[config.mk]
export PLATFORM = sky130hd
export DESIGN_NAME = prefix_xor_seq
export DESIGN_NICKNAME = d
export VERILOG_FILES = /design/src/rtl/prefix_xor_seq_pkg.sv /design/src/rtl/prefix_xor_seq_prefix_xor.sv /design/src/rtl/prefix_xor_seq.sv
export SDC_FILE = /design/constraint.sdc
export NUM_CORES = 1
export LEC_CHECK = 0
export BUFFER_PORTS_ARGS = -buffer_cell sky130_fd_sc_hd__buf_4
export CORE_ASPECT_RATIO = 0.75
export CORE_MARGIN = 5
export CORE_UTILIZATION = 33
export CTS_BUF_LIST = sky130_fd_sc_hd__clkbuf_8
export DETAILED_ROUTE_END_ITERATION = 10
export GPL_TIMING_DRIVEN = 0
export HOLD_SLACK_MARGIN = 0.06
export PLACE_DENSITY_LB_ADDON = 0.08
export SYNTH_ARGS = -nofsm -noshare
export SYNTH_HDL_FRONTEND = slang
export SYNTH_SLANG_ARGS = --single-unit
[constraint.sdc]
create_clock -name iw_clk -period 3.3 [get_ports iw_clk]
set_input_delay 0.33 -clock iw_clk [delete_from_list [all_inputs] [get_ports iw_clk]]
set_output_delay 0.33 -clock iw_clk [all_outputs]
set_load 0.03 [all_outputs]
[src/rtl/prefix_xor_seq_pkg.sv]
// Shared definitions for the prefix-XOR sequencer: FSM encoding and index sizing.
package prefix_xor_seq_pkg;

    typedef enum logic [1:0] {
        IDLE = 2'd0,
        RUN  = 2'd1,
        DONE = 2'd2
    } state_t;

    // Slice-index width; a single-slice word still needs a 1-bit index.
    function automatic int idx_w(input int n);
        return (n <= 1) ? 1 : $clog2(n);
    endfunction

endpackage

[src/rtl/prefix_xor_seq_prefix_xor.sv]
// Narrow combinational prefix XOR: y[k] = a[0] ^ ... ^ a[k].
module prefix_xor_seq_prefix_xor #(
    parameter int WIDTH = 8
) (
    input  logic [WIDTH-1:0] a,
    output logic [WIDTH-1:0] y
);

    logic acc;

    // Ripple the running parity across the slice.
    always_comb begin
        acc = 1'b0;
        y   = '0;
        for (int i = 0; i < WIDTH; i++) begin
            acc  = acc ^ a[i];
            y[i] = acc;
        end
    end

endmodule

[src/rtl/prefix_xor_seq.sv]
// Multi-cycle prefix XOR of a CHUNK*CHUNKS word, one slice per clock, LSB first.
module prefix_xor_seq
    import prefix_xor_seq_pkg::*;
#(
    parameter int CHUNK  = 8,
    parameter int CHUNKS = 4
) (
    input  logic                    iw_clk,
    input  logic                    iw_rst_n,
    input  logic                    iw_in_valid,
    output logic                    ow_in_ready,
    input  logic [CHUNK*CHUNKS-1:0] iwv_in,
    output logic                    ow_out_valid,
    input  logic                    iw_out_ready,
    output logic [CHUNK*CHUNKS-1:0] owv_out,
    output logic                    ow_busy
);

    localparam int TOTAL = CHUNK * CHUNKS;
    localparam int IW    = idx_w(CHUNKS);
    localparam logic [IW-1:0] LAST = IW'(CHUNKS - 1);

    state_t state, state_nxt;

    logic [CHUNKS-1:0][CHUNK-1:0] in_reg;
    logic [CHUNKS-1:0][CHUNK-1:0] out_reg;
    logic [IW-1:0]                idx;
    logic                         carry;
    logic [CHUNK-1:0]             slice;
    logic [CHUNK-1:0]             px;
    logic [CHUNK-1:0]             res;

    // State register.
    always_ff @(posedge iw_clk or negedge iw_rst_n) begin
        if (!iw_rst_n) state <= IDLE;
        else           state <= state_nxt;
    end

    // Next-state logic; DONE waits for the consumer, IDLE waits for a word.
    always_comb begin
        state_nxt = state;
        case (state)
            IDLE:    if (iw_in_valid)       state_nxt = RUN;
            RUN:     if (idx == LAST)       state_nxt = DONE;
            DONE:    if (iw_out_ready)      state_nxt = IDLE;
            default:                        state_nxt = IDLE;
        endcase
    end

    // Select the slice currently being processed.
    always_comb begin
        slice = '0;
        for (int j = 0; j < CHUNKS; j++)
            if (idx == IW'(j)) slice = in_reg[j];
    end

    prefix_xor_seq_prefix_xor #(.WIDTH(CHUNK)) u_px (
        .a (slice),
        .y (px)
    );

    // Fold in the parity of all lower slices.
    assign res = px ^ {CHUNK{carry}};

    // Datapath: latch on accept, then fill the result one slice per cycle.
    always_ff @(posedge iw_clk or negedge iw_rst_n) begin
        if (!iw_rst_n) begin
            in_reg  <= '0;
            out_reg <= '0;
            idx     <= '0;
            carry   <= 1'b0;
        end else begin
            case (state)
                IDLE: if (iw_in_valid) begin
                    in_reg <= iwv_in;
                    idx    <= '0;
                    carry  <= 1'b0;
                end
                RUN: begin
                    for (int j = 0; j < CHUNKS; j++)
                        if (idx == IW'(j)) out_reg[j] <= res;
                    carry <= res[CHUNK-1];
                    idx   <= (idx == LAST) ? '0 : idx + 1'b1;
                end
                default: ;
            endcase
        end
    end

    // Outputs come only from registers and state decode.
    assign ow_in_ready  = (state == IDLE);
    assign ow_out_valid = (state == DONE);
    assign ow_busy      = (state != IDLE);
    assign owv_out      = TOTAL'(out_reg);

endmodule
Yosys cells after proc, flatten, opt, wreduce, memory -nomap -nowiden
Index checks and enable logic that the tools add are counted.
- bits in registers: 69
- bits in latches: 0
- memory bits (writable): 0
- memory bits (read-only): 0
- output and inout port bits: 35
- memories: 0
- $add $sub $neg: 1
- multiply operators: 0
- div/mod/pow operators: 0
- $lt $le $gt $ge: 0
- eq/ne operators: 8
- shift-type cells: 0
- multiplexer cells: 13
- bitwise gates (word level): 8
- reduce and logical (&&, ||, !) cells: 11
- operators with widths (operator ; number):
    $mux 8 ; 4
    $reduce_and 2->1 ; 6
    $mux 2 ; 5
    $xor 8x8->8 ; 1
    $xor 1x1->1 ; 7
    $eq 2x2->1 const B ; 3
    $pmux 2 s3 ; 1
    $eq 2x1->1 const B ; 2
    $logic_not 2->1 ; 2
    $ne 2x2->1 const B ; 2
    $pmux 2 s2 ; 1
    $reduce_bool 2->1 ; 2
    $reduce_and 3->1 ; 1
    $add 2x1->2 const B ; 1
    $ne 2x1->1 const B ; 1
    $pmux 1 s2 ; 1
    $mux 1 ; 1

Longest topological paths before layout
Gate-level depths: netlist of the first run.
- depth in word-level cells: 14
- depth in mapped cells: 10
- mapped depth without buffers: 9

Modules after synthesis
Synthesis of the first run repeated with hierarchy kept, for this count alone.
- cells, all modules: 258
- area, all modules: 3171.8 um^2
- by module, submodules not included (module ; times used ; cells each ; area an instance (um^2)):
    prefix_xor_seq ; 1 ; 244 ; 3039.2
    prefix_xor_seq_prefix_xor ; 1 ; 14 ; 132.6

Worst setup path before layout of the first run
No wires, ideal clock.
- kind: reg2reg
- start: register idx[0]
- end: register out_reg, in the netlist owv_out[15]
- library setup time: 0.136 ns
- arrival time: 2.463 ns
- required time: 3.164 ns
- slack: 0.701 ns
- cell stages (with the launch flop): 10
- path buffers: 0
- path through: dfrtp_1 -> inv_1 -> ha_1 -> a211oi_1 -> a211oi_2 -> xnor2_2 -> xor3_2 -> xor2_4 -> xnor2_1 -> o21ai_0
- word-level cells in the longest chain between the ends: 13
- ends and longest elaborated chain (element ; RTL line ; RTL):
    start, declared ; prefix_xor_seq.sv:27 ; logic [IW-1:0] idx;
    start signal, assigned ; prefix_xor_seq.sv:83 ; idx <= (idx == LAST) ? '0 : idx + 1'b1;
    $logic_not 2->1 ; prefix_xor_seq.sv:54 ; if (idx == IW'(j)) slice = in_reg[j];
    $mux 8 (4 in series) ; prefix_xor_seq.sv:54 ;
    $xor 1x1->1 (7 in series) ; prefix_xor_seq_prefix_xor.sv:16 ; acc = acc ^ a[i];
    $xor 8x8->8 ; prefix_xor_seq.sv:63 ; assign res = px ^ {CHUNK{carry}};
    end signal, assigned by index ; prefix_xor_seq.sv:81 ; if (idx == IW'(j)) out_reg[j] <= res;
    end, declared ; prefix_xor_seq.sv:26 ; logic [CHUNKS-1:0][CHUNK-1:0] out_reg;
Several ways; a longest one is shown, not always the timed one.
A chain may end at the register's enable or synchronous reset.

Worst setup path after layout of the first run
- start: register idx[0]
- end: register out_reg, in the netlist owv_out[5]
- word-level cells in the longest chain between the ends: 11
- ends and longest elaborated chain (element ; RTL line):
    $logic_not 2->1 ; prefix_xor_seq.sv:54, prefix_xor_seq.sv:81
    $mux 8 (4 in series) ; prefix_xor_seq.sv:54
    $xor 1x1->1 (5 in series) ; prefix_xor_seq_prefix_xor.sv:16
    $xor 8x8->8 ; prefix_xor_seq.sv:63
Several ways; a longest one is shown, not always the timed one.

==> results of run 1 <==
layer usage:
layer / up-vias / track usage, %
met4: 0 / 4.77
met5: - / 0
li1: 1039 / -
met3: 4 / 5.12
met1: 1069 / 19.3
met2: 43 / 19.9
worst max-delay path: stages (launching register included):
cell and delay, ns:
dfrtp_1 0.42, inv_1 0.10, ha_1 0.31, a211oi_1 0.30, a211oi_2 0.14, xnor2_2 0.25, xor3_2 0.61, xor2_4 0.40
xor2_2 0.30, o21ai_0 0.13
cells by family (layout without fill, tap and decap cells):
group                      after synthesis  count (layout)  share of synthesized area, %
DFF                                     69              69                          58.3
muxes                                   33              33                          12.5
buffers and inverters                   16             104                          2.28
xor gates and xnor gates                 9               9                          4.10
adders and majority gates                4               4                          1.69
and+or+nand+nor                         61              61                          8.96
AOI/OAI and AO/OA                       61              61                          12.2
area by class of cell:
| type | count | area, um2 |
|---|---|---|
| fill | 877 | 4990 |
| clock inverter | 7 | 115 |
| inverter | 5 | 18.8 |
| clock buffer | 9 | 124 |
| timing repair buffer | 72 | 541 |
| sequential | 69 | 1730 |
| tap | 112 | 140 |
| multi-input combinational | 168 | 1190 |
| buffer | 11 | 48.8 |
metrics by stage:
step                      std cells  utilization [%]  TNS [ns]  setup slack (ns)  hold WS, ns
after CTS                       451             43.5    -0.594           -0.0690        0.132
after global placement          435             40.8  -0.00382          -0.00382        0.465
after global routing            453             43.9   -0.0734           -0.0292        0.156
after detailed placement        435             40.8    -0.175           -0.0356        0.473
final                           453             43.9         0             0.205        0.102
after floorplan                 253                -         0             0.701       0.0344
worst paths after layout:
path,start,endpoint,depth (start not counted)
worst max-delay path,idx[0]$_DFFE_PN0P_,owv_out[5]$_DFFE_PN0P_,9
worst min-delay path,iw_rst_n,owv_out[30]$_DFFE_PN0P_,1
worst max register to register,idx[0]$_DFFE_PN0P_,owv_out[5]$_DFFE_PN0P_,9
worst min register to register,owv_out[31]$_DFFE_PN0P_,owv_out[31]$_DFFE_PN0P_,2
max in group asynchronous,iw_rst_n,owv_out[16]$_DFFE_PN0P_,1
min in group iw_clk,iw_out_ready,state[1]$_DFFE_PN0P_,2
layout by cell type, fill, tap and decap left out, drive strengths merged, types with 2 or more instances in the layout:
cell type / instances
bufinv: 3
xor2: 5
clkinv: 2
a221oi: 2
a22oi: 5
a21oi: 4
o22ai: 6
a211oi: 2
clkbuf: 16
nand3: 2
ha: 4
inv: 6
nor2b: 4
buf: 76
o21ai: 36
nand2: 42
mux2: 32
dfrtp: 69
xnor2: 3
nand2b: 4
a21o: 2
nor2: 4
timing repair:
action | in CTS | in global routing
setup endpoints to repair | 13 | 13
gates resized for setup | 0 | 3
cloned | 0 | 0
setup buffers | 0 | 2
pin swaps | 0 | 2
==> results.json, run 1 <==
{
  "status": "finished, final reports clean",
  "finalSetupViolations": 0,
  "vias": 2155,
  "critPathRequiredTime_ns": 3.51,
  "wirelength_mm": 7.20,
  "post_dp_cell_area_um2": 3630,
  "synth_edf_count": 0,
  "fp.dieW_um": 119,
  "diodes": 0,
  "yosysUniqueCellTypes": 35,
  "period_minus_slack_ns": 3.10,
  "core-area_um2": 8900,
  "cts-root-buf": "clkbuf_8",
  "ff2ff_setup_slack_ns": 0.20,
  "antenna_found_initial": 0,
  "synthMostInstantiatedCell": "dfrtp_1",
  "insertion_delay_ns": 0.35,
  "drt_first_iter_violations": 72,
  "hold_buffers": 0,
  "track_usage_pct": 13.9,
  "layout.nets": 376,
  "grt_max_degree": 70,
  "wl_met1_mm": 3.57,
  "clkSinkCount": 69,
  "met2WireLength_mm": 3.21,
  "ys.flop_type": "dfrtp_1",
  "synthTopCellsByCount": "dfrtp_1 (69), nand2_1 (42), o21ai_0 (36), mux2_2 (32), clkbuf_1 (7)",
  "gp_congestion": 0.728,
  "layout-drive-gt1-share_pct": 37.5,
  "num_rows": 30,
  "fin_crit_sh_pct": 93.8,
  "hpwl_mm": 5.21,
  "syn_nets": 293,
  "pin_count": 71,
  "min_path_type": "in -> async",
  "synth.cell_area_um2": 2960,
  "ys_top_cells_by_area": "dfrtp_1 (58%), mux2_2 (12%), o21ai_0 (6.1%)",
  "dr.pass1.iters": 4,
  "avgViaCountPerCell": 4.76,
  "tightest_slew_ns": 0.894,
  "start_util_pct": 33.3,
  "critical_path_peak_fanout": 7,
  "critPathArrivalTime_ns": 3.31,
  "criticalPathCategory": "reg -> reg",
  "drv_cap": 0,
  "syn-instance-count": 253,
  "design_area_um2": 3900,
  "cts_made_buffers": 9,
  "yosys_warnings": 0,
  "max_freq_mhz": 323,
  "routed.top_layer": "met4",
  "grt_pass1_wl_mm": 11.8,
  "ys_async_sr_fraction_pct": 100,
  "endpoint_kind": "register",
  "slew_violations": 0,
  "synth.top_cell.area_share_pct": 58.3,
  "clock-skew-final_ns": 0.0112,
  "port_buffers": 70,
  "cts.htree.levels": 3,
  "yosys.area.top_type": "dfrtp_1",
  "overflow": 0,
  "design.die.area_um2": 11000,
  "die_h_um": 92.0,
  "routedWlPerCell_um": 15.9,
  "drc": 0,
  "cts_tree": "yes",
  "cp-start-kind": "register",
  "yosysSeqAreaShare_pct": 58.3,
  "hold_viol": 0,
  "syn2layout_area_growth_pct": 31.8,
  "path_clk_slew_ns": 0.08,
  "met3_length_um": 378,
  "slew_headroom_pct": 40.4,
  "first_global_vias": 2213,
  "synth.avg_cell_area_um2": 11.7,
  "clockBufferDepth": 2,
  "antenna_left": 0,
  "synth-seq-cells": 69
}
Power of run 1 is left out: the tool's default activity adds up to more than one toggle a clock period on the data nets, which glitch-free logic cannot reach.
==> inputs of run 2 (changes only) <==
--- a/config.mk
+++ b/config.mk
@@ -14,6 +14,7 @@
 export GPL_TIMING_DRIVEN = 0
 export HOLD_SLACK_MARGIN = 0.06
 export PLACE_DENSITY_LB_ADDON = 0.08
+export RECOVER_POWER = 50
 export SYNTH_ARGS = -nofsm -noshare
 export SYNTH_HDL_FRONTEND = slang
 export SYNTH_SLANG_ARGS = --single-unit
==> results.json, run 2 (synthesis results as in run 1) <==
{
  "antenna_left": 0,
  "holdWs_ns": 0.179,
  "cp-start-kind": "register",
  "dr.pass1.iters": 4,
  "vias": 2144,
  "design.die.area_um2": 11000,
  "worstHoldStart": "iw_out_ready",
  "status": "complete, but fails checks",
  "drt_first_iter_violations": 82,
  "port_buffers": 70,
  "start_util_pct": 33.3,
  "n_fill_cell": 888,
  "routedWlPerCell_um": 15.9,
  "period_minus_slack_ns": 3.09,
  "die_h_um": 92.0,
  "clock-skew-final_ns": 0.0112,
  "r2r_cells": 9,
  "path_clk_slew_ns": 0.08,
  "endpoint_kind": "register",
  "cts-root-buf": "clkbuf_8",
  "criticalPathCategory": "reg -> reg",
  "grt_pass1_wl_mm": 11.8,
  "track_usage_pct": 13.9,
  "clkSinkCount": 69,
  "setup_tns_ns": 0,
  "finalSetupViolations": 0,
  "insertion_delay_ns": 0.34,
  "diodes": 0,
  "antenna_found_initial": 0,
  "drv_cap": 1,
  "fp.dieW_um": 119,
  "critPathRequiredTime_ns": 3.52,
  "r2r_start": "idx[0]$_DFFE_PN0P_",
  "mostFrequentLayoutCell": "dfrtp_1",
  "cts_tree": "yes",
  "syn2layout_area_growth_pct": 29.8,
  "critPathArrivalTime_ns": 3.31,
  "final_util_pct": 43.2,
  "overflow": 0,
  "hold_depth": 2,
  "cts_made_buffers": 9,
  "first_global_vias": 2213,
  "violations": "max-capacitance violations, max-slew violations",
  "grt_max_degree": 70,
  "slew_violations": 70,
  "fin_crit_sh_pct": 93.6,
  "wirelength_mm": 7.18,
  "max_freq_mhz": 324,
  "hold_buffers": 0,
  "rr_endpoint": "owv_out[6]$_DFFE_PN0P_",
  "num_rows": 30,
  "avgViaCountPerCell": 4.73,
  "layout.nets": 376,
  "slew_headroom_pct": -17.0,
  "ff2ff_setup_slack_ns": 0.21,
  "layout-drive-gt1-share_pct": 33.1,
  "design_area_um2": 3840,
  "pin_count": 71,
  "critical_path_peak_fanout": 7,
  "gp_congestion": 0.728,
  "min_path_type": "in -> reg",
  "hold_path_end": "state[1]$_DFFE_PN0P_",
  "hold_viol": 0,
  "drc": 0,
  "final_cell_mix": "dfrtp_1 (69), buf_4 (56), nand2_1 (42)",
  "tightest_slew_ns": 1.75,
  "post_dp_cell_area_um2": 3630,
  "core-area_um2": 8900,
  "hpwl_mm": 5.21,
  "clockBufferDepth": 2,
  "cts.htree.levels": 3
}
run 2: cell count changes in the layout (fill, tap and decap cells not counted):
cell,previous run,this run
clkbuf_2,0,1
buf_4,72,56
clkbuf_1,7,22
run 2: final cells by class:
cell class	instances	area (um2)	area share, %
sequential	69	1730	44.9
multi-input combinational	168	1190	30.9
timing repair buffer	72	482	12.5
tap	112	140	3.64
clock buffer	9	124	3.22
clock inverter	7	115	2.99
buffer	11	48.8	1.27
inverter	5	18.8	0.488
run 2: routing by layer:
metal	routed length, um	up-vias	GRT usage, %	part of all wire, %
li1	-	1041	-	-
met1	3570	1056	19.3	50
met2	3200	43	19.9	45
met3	367	4	5.12	5.1
met4	44	0	4.77	0.61
met5	0	-	0	0
run 2: critical path, cell delays in order, from the launching register on:
cell	delay, ns
dfrtp_1	0.42
inv_1	0.10
ha_1	0.31
a211oi_1	0.30
a211oi_2	0.14
xnor2_2	0.25
xor3_2	0.61
xor2_4	0.40
xor2_2	0.30
o21ai_0	0.14
run 2: repair_timing:
item,CTS,global route
pin swaps,0,2
gates resized for setup,0,3
buffers inserted,0,2
setup endpoints to repair,13,13
run 2: worst max path at each step:
| stage | start | end | slack, ns |
|---|---|---|---|
| floorplan | idx[0]$_DFFE_PN0P_ | owv_out[15]$_DFFE_PN0P_ | 0.70 |
| finish | idx[0]$_DFFE_PN0P_ | owv_out[6]$_DFFE_PN0P_ | 0.21 |
| CTS | idx[0]$_DFFE_PN0P_ | owv_out[5]$_DFFE_PN0P_ | -0.07 |
| detailed placement | idx[0]$_DFFE_PN0P_ | owv_out[5]$_DFFE_PN0P_ | -0.04 |
| global route | idx[0]$_DFFE_PN0P_ | owv_out[14]$_DFFE_PN0P_ | -0.03 |
| global placement | idx[0]$_DFFE_PN0P_ | owv_out[5]$_DFFE_PN0P_ | -0.004 |
run 2: per-stage QoR:
stage / setup WS [ns] / cells
global placement: -0.00382 / 435
finish: 0.210 / 453
detailed placement: -0.0356 / 435
floorplan: 0.701 / 253
CTS: -0.0690 / 451
global route: -0.0292 / 453
Power of run 2 is left out for the same reason.
